[config.mk]
export PLATFORM = sky130hd
export DESIGN_NAME = dmem_bus_bridge
export DESIGN_NICKNAME = d
export VERILOG_FILES = /design/src/rtl/dmem_bridge_pkg.sv /design/src/rtl/store_lane_align.sv /design/src/rtl/dmem_bus_bridge.sv
export SDC_FILE = /design/constraint.sdc
export NUM_CORES = 1
export LEC_CHECK = 0
export ABC_AREA = 1
export CORE_ASPECT_RATIO = 2
export CORE_MARGIN = 4
export CORE_UTILIZATION = 43
export CTS_BUF_LIST = sky130_fd_sc_hd__clkbuf_4 sky130_fd_sc_hd__clkbuf_8 sky130_fd_sc_hd__clkbuf_16
export CTS_CLUSTER_DIAMETER = 50
export DETAILED_ROUTE_END_ITERATION = 7
export GPL_TIMING_DRIVEN = 1
export PLACE_DENSITY = 0.81
export SETUP_SLACK_MARGIN = 0.4
export SLEW_MARGIN = 25
export SYNTH_ARGS = -nofsm -noshare
export SYNTH_HDL_FRONTEND = slang
export SYNTH_SLANG_ARGS = --single-unit
[constraint.sdc]
create_clock -name clk -period 5.2 [get_ports clk]
set_input_delay 1.04 -clock clk [delete_from_list [all_inputs] [get_ports clk]]
set_output_delay 1.04 -clock clk [all_outputs]
set_load 0.01 [all_outputs]
[src/rtl/dmem_bridge_pkg.sv]
// Shared types and helpers for the MEM-stage data bus bridge.
// Holds the FSM state encoding and the store byte-lane shifter.
package dmem_bridge_pkg;

  typedef enum logic [1:0] {
    IDLE = 2'd0,
    REQ  = 2'd1,
    RESP = 2'd2,
    DONE = 2'd3
  } state_t;

  localparam int DEFAULT_TIMEOUT = 256;

  // Right-justified store data moves up to the byte lane picked by the low address bits.
  function automatic logic [31:0] lane_shift(input logic [1:0] addr, input logic [31:0] data);
    return data << {addr, 3'b000};
  endfunction

endpackage

[src/rtl/store_lane_align.sv]
// Combinational store-data aligner: places right-justified store data
// onto the byte lanes selected by the low two address bits.
module store_lane_align
  import dmem_bridge_pkg::*;
(
  input  logic [31:0] wdata_i,
  input  logic [1:0]  addr_lo_i,
  output logic [31:0] wdata_o
);

  assign wdata_o = lane_shift(addr_lo_i, wdata_i);

endmodule

[src/rtl/dmem_bus_bridge.sv]
// MEM-stage bridge onto a valid/ready data bus with variable latency.
// Stalls the pipeline while a transaction is outstanding and flags errors/timeouts.
module dmem_bus_bridge
  import dmem_bridge_pkg::*;
#(
  parameter int TIMEOUT = DEFAULT_TIMEOUT,
  parameter int CNT_W   = $clog2(TIMEOUT)
) (
  input  logic        clk,
  input  logic        clr,
  input  logic        MemReqM,
  input  logic        MemWriteM,
  input  logic [31:0] ALUResultM,
  input  logic [31:0] WriteDataM,
  input  logic [3:0]  byteEnable,
  output logic [31:0] RD_data,
  output logic        MemStall,
  output logic        mem_fault,
  output logic        bus_valid,
  input  logic        bus_ready,
  output logic [31:0] bus_addr,
  output logic        bus_write,
  output logic [31:0] bus_wdata,
  output logic [3:0]  bus_wstrb,
  input  logic        bus_rvalid,
  input  logic [31:0] bus_rdata,
  input  logic        bus_rerr
);

  state_t            state_q, state_d;
  logic [CNT_W-1:0]  cnt_q, cnt_d;
  logic [31:0]       addr_q, wdata_q, rdata_q;
  logic [3:0]        strb_q;
  logic              write_q, fault_q;
  logic [31:0]       alignedData;
  logic              inFlight, beat, atLimit, timedOut, startReq;

  store_lane_align u_align (
    .wdata_i   (WriteDataM),
    .addr_lo_i (ALUResultM[1:0]),
    .wdata_o   (alignedData)
  );

  // A beat in REQ only counts when the same cycle also carries the accept (zero-wait bus).
  assign inFlight = (state_q == REQ) || (state_q == RESP);
  assign beat     = ((state_q == REQ) && bus_ready && bus_rvalid) ||
                    ((state_q == RESP) && bus_rvalid);
  assign atLimit  = (cnt_q == CNT_W'(TIMEOUT - 1));
  assign timedOut = inFlight && !beat && atLimit;
  assign startReq = (state_q == IDLE) && MemReqM;
  assign cnt_d    = inFlight ? cnt_q + CNT_W'(1) : '0;

  always_ff @(posedge clk or posedge clr) begin
    if (clr) begin
      state_q <= IDLE;
    end else begin
      state_q <= state_d;
    end
  end

  always_comb begin
    state_d = state_q;
    unique case (state_q)
      IDLE: begin
        if (MemReqM) begin
          state_d = (MemWriteM && (byteEnable == 4'b0000)) ? DONE : REQ;
        end
      end
      REQ: begin
        if (beat || timedOut) begin
          state_d = DONE;
        end else if (bus_ready) begin
          state_d = RESP;
        end
      end
      RESP: begin
        if (beat || timedOut) begin
          state_d = DONE;
        end
      end
      DONE:    state_d = IDLE;
      default: state_d = IDLE;
    endcase
  end

  always_comb begin
    bus_valid = (state_q == REQ);
    MemStall  = MemReqM && (state_q != DONE);
  end

  always_ff @(posedge clk or posedge clr) begin
    if (clr) begin
      cnt_q   <= '0;
      addr_q  <= '0;
      wdata_q <= '0;
      strb_q  <= '0;
      write_q <= 1'b0;
      rdata_q <= '0;
      fault_q <= 1'b0;
    end else begin
      cnt_q <= cnt_d;
      if (startReq) begin
        addr_q  <= {ALUResultM[31:2], 2'b00};
        write_q <= MemWriteM;
        strb_q  <= MemWriteM ? byteEnable : 4'b0000;
        wdata_q <= alignedData;
      end
      if (beat) begin
        if (!write_q) begin
          rdata_q <= bus_rdata;
        end
        if (bus_rerr) begin
          fault_q <= 1'b1;
        end
      end
      // Abandoned transactions return zero so a stale word never reaches the load extender.
      if (timedOut) begin
        rdata_q <= '0;
        fault_q <= 1'b1;
      end
    end
  end

  assign bus_addr  = addr_q;
  assign bus_write = write_q;
  assign bus_wdata = wdata_q;
  assign bus_wstrb = strb_q;
  assign RD_data   = rdata_q;
  assign mem_fault = fault_q;

endmodule

# == After elaboration in Yosys (flattened, before gate mapping) ==
# Index checks and enable logic that the tools add are counted.
# word_totals
elab_cells,52
in_bits,107
register_bits,110
output_inout_bits,104
# op_classes
shift,1
n_eq_ne,9
muxes,14
reduce_logical,19
addsub,1
# op_table
operator,count
32-bit 2-to-1 mux,3
32-bit by 5-bit << shifter with 32-bit output,1
2-bit 2-to-1 mux,5
8-bit by 1-bit adder with 8-bit output (second input constant),1
8-bit == test (second input constant),1
1-bit logical AND,8
8-bit 2-to-1 mux,1
2-bit one-hot mux with 4 select lines,1
2-bit == test (second input constant),2
4-bit zero test,1
4-bit 2-to-1 mux,1
2-bit by 1-bit != test with 1-bit output (second input constant),2
2-bit != test (second input constant),2
2-bit AND reduction,2
2-bit nonzero test,2
1-bit logical OR,3
1-bit 2-to-1 mux,3
3-bit by 1-bit != test with 1-bit output (second input constant),1
3-bit AND reduction,1
2-bit by 1-bit == test with 1-bit output (second input constant),1
2-bit zero test,1
1-bit zero test,1

# == Longest topological paths before layout ==
# Gate-level depths: netlist of run 1.
# logic_depth
ltp_word,10
ltp_mapped,10

# == Cells and area by module ==
# Synthesis of run 1 repeated with hierarchy kept, for this count alone.
# hier_totals
cells_unflattened,672
area_unflattened_um2,5336.4
# modules_own_cells
mod,n_inst,cells_each,area_per_inst_um2
dmem_bus_bridge,1,506,4595.7
store_lane_align,1,166,740.7

# == Worst setup path before layout of run 1 ==
# No wires, ideal clock.
# synth_timing
path_type,input to output
from,input MemReqM
to,output MemStall
setup_slack_ps,2932
t_arrival_ps,1228
required_time_ps,4160
path_stages,2
cell_sequence,inv_1 -> nor2_1
# synth_via
elab_chain_len,1
# synth_lines
item,line,source
from (decl),dmem_bus_bridge.sv:11,"input logic MemReqM,"
1-bit logical AND,dmem_bus_bridge.sv:88,MemStall = MemReqM && (state_q != DONE);
to (decl),dmem_bus_bridge.sv:17,"output logic MemStall,"
# Every way passes these cells.

# == Worst setup path in the final report of run 1 ==
# Same ends and word-level chain as after synthesis.

==> results.md, run 1 <==
* Status: finished, final reports clean
* Syn_area_per_cell at 9.10 um^2
* EDFF count, synth at 0
* Setup crit start kind: primary input
* Die width at 84.0 um
* Initial antenna violation count at 0
* Remaining DRCs at 0
* Final non-filler cell total at 889
* Grt ovf at 0
* Flop pwr share at 37.2%
* Largest area contributor in the netlist: dfrtp_1
* Rel. slew slack at 50.5%
* # IOs at 211
* Worst skew pair latency at 340 ps
* Crit end category: output port
* Combinational Power Share at 46.1%
* Detailed router's first-iteration violation count at 190
* Synthesized netlist cell count at 546
* Skew final at 9.85 ps
* Ant diodes at 0
* Post-synth top area share at 55.4%
* Maxcap violations at 0
* Row count at 55
* Wire per inst at 15.4 um
* Final Setup Violations at 0
* Initial Utilization at 44.0%
* Full die area at 13400 um^2
* Switching power at 1.38 mW
* Tmin final at 3290 ps
* Layout cells sized above 1 at 4.28%
* Clock input transition at the sequential cells of the worst setup and hold paths at 60 ps
* Final Hold Violating Endpoints at 0
* Cts bufs inserted at 9
* RSZ-0062 raised after global routing: false
* Max-slew violations at 0
* Max VDD drop at 0.000280 V
* Post-synth ARST share at 100%
* Max Buffers Root-to-Sink at 2
* First-pass GRT wire length at 22500 um
* TritonRoute pass-1 iters at 5
* Clock Sink Count at 110
* Count leader, synth: nand2_1
* TNS Setup at 0 ps
* Vias at 4384
* Min-Delay Path Class: reg2reg
* CTS tree: built
* Placed Cells at 873
* Final #Nets at 855
* Switching Fraction at 35.2%
* Wirelength, routed at 13700 um
* Internal at 2.54 mW
* RePlAce Congestion at 0.836
* Clock power frac at 16.6%
* Die height at 160 um
* Distinct cells, synth at 28
* IO buf count at 208
* Hold_buf cts at 0
* Htree depth at 3
* Largest net degree at the start of global routing at 78
* Dpl ws at 1900 ps
* Max FO, Critical Path at 2
* Least-Margin Pin Slew at 740 ps
* Max Clk Rate at 304 MHz
* Gr usage total at 20.7%
* Ys Warns at 0
* Synth Cell Area at 4970 um^2
* Most instantiated cells after synthesis: 192 x nand2_1, 110 x dfrtp_1, 78 x inv_1, 33 x o211ai_1, 24 x mux2i_1
* Leak at 3.48 nW
* Cts repair resizes at 0
* Area delta synth->final at 49.2%
* Main area contributors after synthesis: dfrtp_1 55%, nand2_1 15%, inv_1 5.9%, o211ai_1 5.0%, mux2i_1 4.8%
* FF+latch count, synth at 110
* Crit Path Category: in2out
* Final HPWL DP at 10300 um
* Vias in the first global route at 4581
* Critical path data arrival time at 2250 ps
* Post-DRT Antenna Nets at 0
* Pwr Density at 530 nW/um^2
* Seq/Total Area, Yosys at 55.4%
* Number of vias per cell at 4.93
* Root buffer cell: clkbuf_16
* Post-CTS Repair Setup Buffers at 0
* Post-synth top flop: dfrtp_1
* Core box area at 11300 um^2
* Final WS setup at 1910 ps
* Final period utilization at 63.3%
* Critical Path RT at 4160 ps
## sequential cells by signal, indices dropped and copies added (netlist names)
register and cells:
bus_write 1, bus_wdata 32, state_q 2, cnt_q 8, bus_addr 30, mem_fault 1
bus_wstrb 4, RD_data 32
## final cells by class
cell class / instances / area (um^2)
Multi-Input combinational cell: 330 / 1760
Clock inverter: 6 / 45.0
Tap cell: 142 / 178
Inverter: 78 / 298
Fill cell: 916 / 3870
Timing Repair Buffer: 213 / 2140
Clock buffer: 10 / 239
Sequential cell: 110 / 2750
## placed cells by master, fill, tap and decap left out, types with 2 or more instances in the layout
master,n
o221ai_1,10
o221ai_2,6
conb_1,2
clkbuf_16,9
dfrtp_1,110
clkdlybuf4s50_1,208
inv_6,3
clkinv_2,2
o21ai_1,8
nor2_1,13
nand2_2,2
o21ai_0,17
inv_1,77
buf_4,4
o211ai_1,33
a21oi_1,3
ha_1,6
clkinv_4,2
mux2i_1,24
nand3_1,7
nand2_1,191
## path summary, 6_finish.rpt
| check | start | endpoint | slack [ps] | depth (start not counted) |
|---|---|---|---|---|
| min in group asynchronous | clr | bus_wdata[13] | 1220 | 2 |
| worst max register to register | state_q[0] | bus_wdata[30] | 2670 | 7 |
| worst min register to register | bus_addr[9] | bus_addr[9] | 480 | 2 |
| worst min-delay path | bus_addr[9] | bus_addr[9] | 480 | 2 |
| max in group asynchronous | clr | RD_data[0] | 3070 | 3 |
| worst max-delay path | MemReqM | MemStall | 1910 | 4 |
## power groups by stage
stage | combinational (mW) | clock [mW] | sequential, mW
after CTS | 1.84 | 0.672 | 1.46
after global placement | 1.77 | 0 | 1.46
after global routing | 1.99 | 0.705 | 1.51
after detailed placement | 1.84 | 0 | 1.47
final | 1.81 | 0.654 | 1.46
after floorplan | 0.665 | 0 | 1.61
## worst max-delay path: stages
cell             delay [ps]
clkdlybuf4s50_1         500
inv_1                    60
nor2_1                  100
clkdlybuf4s50_1         540
## cell families after synthesis
| kind of cell | after synthesis | share of synthesized area, % |
|---|---|---|
| XOR/XNOR | 2 | 0.353 |
| adder cells (fa/ha/maj) | 6 | 1.51 |
| AND/OR/NAND/NOR | 218 | 17.0 |
| buffers and inverters | 107 | 9.24 |
| AO/OA/AOI/OAI | 78 | 11.5 |
| flip-flops | 110 | 55.4 |
| multiplexers | 24 | 4.84 |
| other | 1 | 0.0755 |
## layer usage
| layer | global-route usage, % | share of wire, % | vias up |
|---|---|---|---|
| li1 | - | - | 2127 |
| met1 | 22.9 | 37 | 2049 |
| met2 | 36.8 | 53 | 178 |
| met3 | 6.14 | 7.1 | 30 |
| met4 | 8.27 | 3.4 | 0 |
| met5 | 0 | 0 | - |
## per-stage QoR
stage          hold slack [ps]  area, um^2  util (%)  total power, mW
6_report                   479        7410      65.7             3.93
5_1_grt                    503        7410      65.7             4.21
4_1_cts                    483        7410      65.7             3.98
3_5_place_dp               463        7130      63.1             3.30
3_3_place_gp               449        7100      62.9             3.23
2_1_floorplan              432        4970         -             2.27
Power figures use the tool's default switching activity.
==> run 2, diff against run 1 <==
--- a/config.mk
+++ b/config.mk
@@ -8,12 +8,12 @@
 export ABC_AREA = 1
 export CORE_ASPECT_RATIO = 2
 export CORE_MARGIN = 4
-export CORE_UTILIZATION = 43
+export CORE_UTILIZATION = 39
 export CTS_BUF_LIST = sky130_fd_sc_hd__clkbuf_4 sky130_fd_sc_hd__clkbuf_8 sky130_fd_sc_hd__clkbuf_16
 export CTS_CLUSTER_DIAMETER = 50
 export DETAILED_ROUTE_END_ITERATION = 7
 export GPL_TIMING_DRIVEN = 1
-export PLACE_DENSITY = 0.81
+export PLACE_DENSITY = 0.77
 export SETUP_SLACK_MARGIN = 0.4
 export SLEW_MARGIN = 25
 export SYNTH_ARGS = -nofsm -noshare
==> constraint.sdc (replaced) <==
create_clock -name clk -period 3 [get_ports clk]
set_input_delay 0.6 -clock clk [delete_from_list [all_inputs] [get_ports clk]]
set_output_delay 0.6 -clock clk [all_outputs]
set_load 0.01 [all_outputs]
==> results.md, run 2 (same netlist as run 1, synthesis figures left out) <==
* Status: finished, final reports clean
* Vias at 4389
* RSZ-0062 raised after global routing: false
* Grt peak-use layer: met2
* Critical path data arrival time at 1800 ps
* First-pass GRT wire length at 22400 um
* Max Clk Rate at 417 MHz
* Gr usage total at 19.3%
* Pwr Density at 919 nW/um^2
* Max FO, Critical Path at 2
* Leak at 3.49 nW
* GR Util met1 at 20.5%
* Filler cell count at 1056
* Root buffer cell: clkbuf_16
* Most frequent cells in the layout: 208 x clkdlybuf4s50_1, 192 x nand2_1, 110 x dfrtp_1
* Largest net degree at the start of global routing at 111
* IO buf count at 208
* Design area at 7460 um^2
* Detailed router's first-iteration violation count at 97
* Grt ovf at 0
* Setup crit start kind: primary input
* Number of vias per cell at 4.88
* Met3 Resource Use GR at 5.07%
* Wire per inst at 15.5 um
* Cts repair resizes at 0
* Rel. slew slack at 49.3%
* CTS tree: built
* TNS Setup at 0 ps
* Max-slew violations at 0
* Die width at 87.8 um
* Worst path most repeated cell: clkdlybuf4s50_1
* Final period utilization at 79.9%
* Ant diodes at 0
* Remaining DRCs at 0
* Layout cells sized above 1 at 4.41%
* Post-CTS Repair Setup Buffers at 0
* Final Hold Violating Endpoints at 0
* Initial antenna violation count at 0
* Cells along the critical path: clkdlybuf4s50_1 -> inv_1 -> nor2_1 -> clkdlybuf4s50_1
* Wirelength, routed at 13900 um
* Crit Path Category: in2out
* Slowest Stage Delay on Critical Path at 540 ps
* Min-Delay Path Class: reg2reg
* Max VDD drop at 0.000474 V
* TritonRoute pass-1 iters at 4
* Initial Utilization at 39.6%
* Row count at 58
* Final #Nets at 857
* RePlAce Congestion at 0.808
* Die height at 168 um
* Clock input transition at the sequential cells of the worst setup and hold paths at 70 ps
* GRT met2 Usage at 34.7%
* Placed Area at 7160 um^2
* Core box area at 12600 um^2
* Commonest non-fill, non-tap cell in the layout: clkdlybuf4s50_1
* Max Buffers Root-to-Sink at 2
* Tmin final at 2400 ps
* Post-DRT Antenna Nets at 0
* Skew final at 5.87 ps
* Clock Sink Count at 110
* Area delta synth->final at 50.1%
* Htree depth at 3
* Crit end category: output port
* Final Setup Violations at 0
* Hold_buf cts at 0
* Vias in the first global route at 4680
* Worst skew pair latency at 340 ps
* Full die area at 14700 um^2
* Final HPWL DP at 10400 um
* CP max-delay cell: clkdlybuf4s50_1
* Cts bufs inserted at 9
* # IOs at 211
* Least-Margin Pin Slew at 759 ps
* Critical Path RT at 2400 ps
* Maxcap violations at 0
## run 2: changes by cell type in the layout (fill, tap and decap cells not counted)
cell and delta:
clkinvlp_4 +3, buf_12 +2, clkbuf_4 +2, clkinv_4 -2
inv_6 -2, buf_16 -1, buf_4 +1, bufinv_16 +1
clkbuf_8 -1, clkinv_2 -1, nand2_1 +1, nand2_2 -1
## run 2: layout make-up
type | count | area (um^2) | area share [%]
well taps | 150 | 188 | 2.52
clock inverters | 5 | 58.8 | 0.789
clock buffers | 11 | 240 | 3.22
inverters | 78 | 297 | 3.98
multi-input cells | 330 | 1760 | 23.6
flip-flops and latches | 110 | 2750 | 36.9
repair buffers | 215 | 2160 | 29.0
## run 2: routing by layer
layer | share of wire, % | wire [um]
met1 | 36 | 4960
met5 | 0 | 0
met3 | 7.4 | 1040
met2 | 54 | 7540
met4 | 2.8 | 389
## run 2: report_power, final
part,switching [mW],internal (mW),leakage (nW),total (mW)
Sequential,0.381,2.13,1.35,2.51
Clock,0.526,0.668,0.143,1.19
Combinational,1.46,1.68,2.00,3.15
## run 2: worst paths after layout
kind	start	to	slack (ps)	cells after the start
min in group asynchronous	clr	bus_addr[8]	770	3
max in group asynchronous	clr	bus_wdata[20]	1790	3
min reg2reg	cnt_q[0]	cnt_q[0]	470	1
min	cnt_q[0]	cnt_q[0]	470	1
max	MemReqM	MemStall	600	4
max reg2reg	state_q[0]	bus_wdata[29]	1090	6
## run 2: critical path: cells and delay by family
family | cells | cell delay [ps]
buf+inv | 3 | 1100
simple gates | 1 | 90
## run 2: stage by stage
step	instances	setup WS, ps	hold slack (ps)	util, %	power (mW)
after floorplan	547	1070	432	-	3.94
after global placement	883	510	447	57.0	5.61
after detailed placement	883	605	466	57.0	5.72
after CTS	899	599	477	59.4	6.95
after global routing	899	554	498	59.4	7.37
final	899	603	474	59.4	6.85
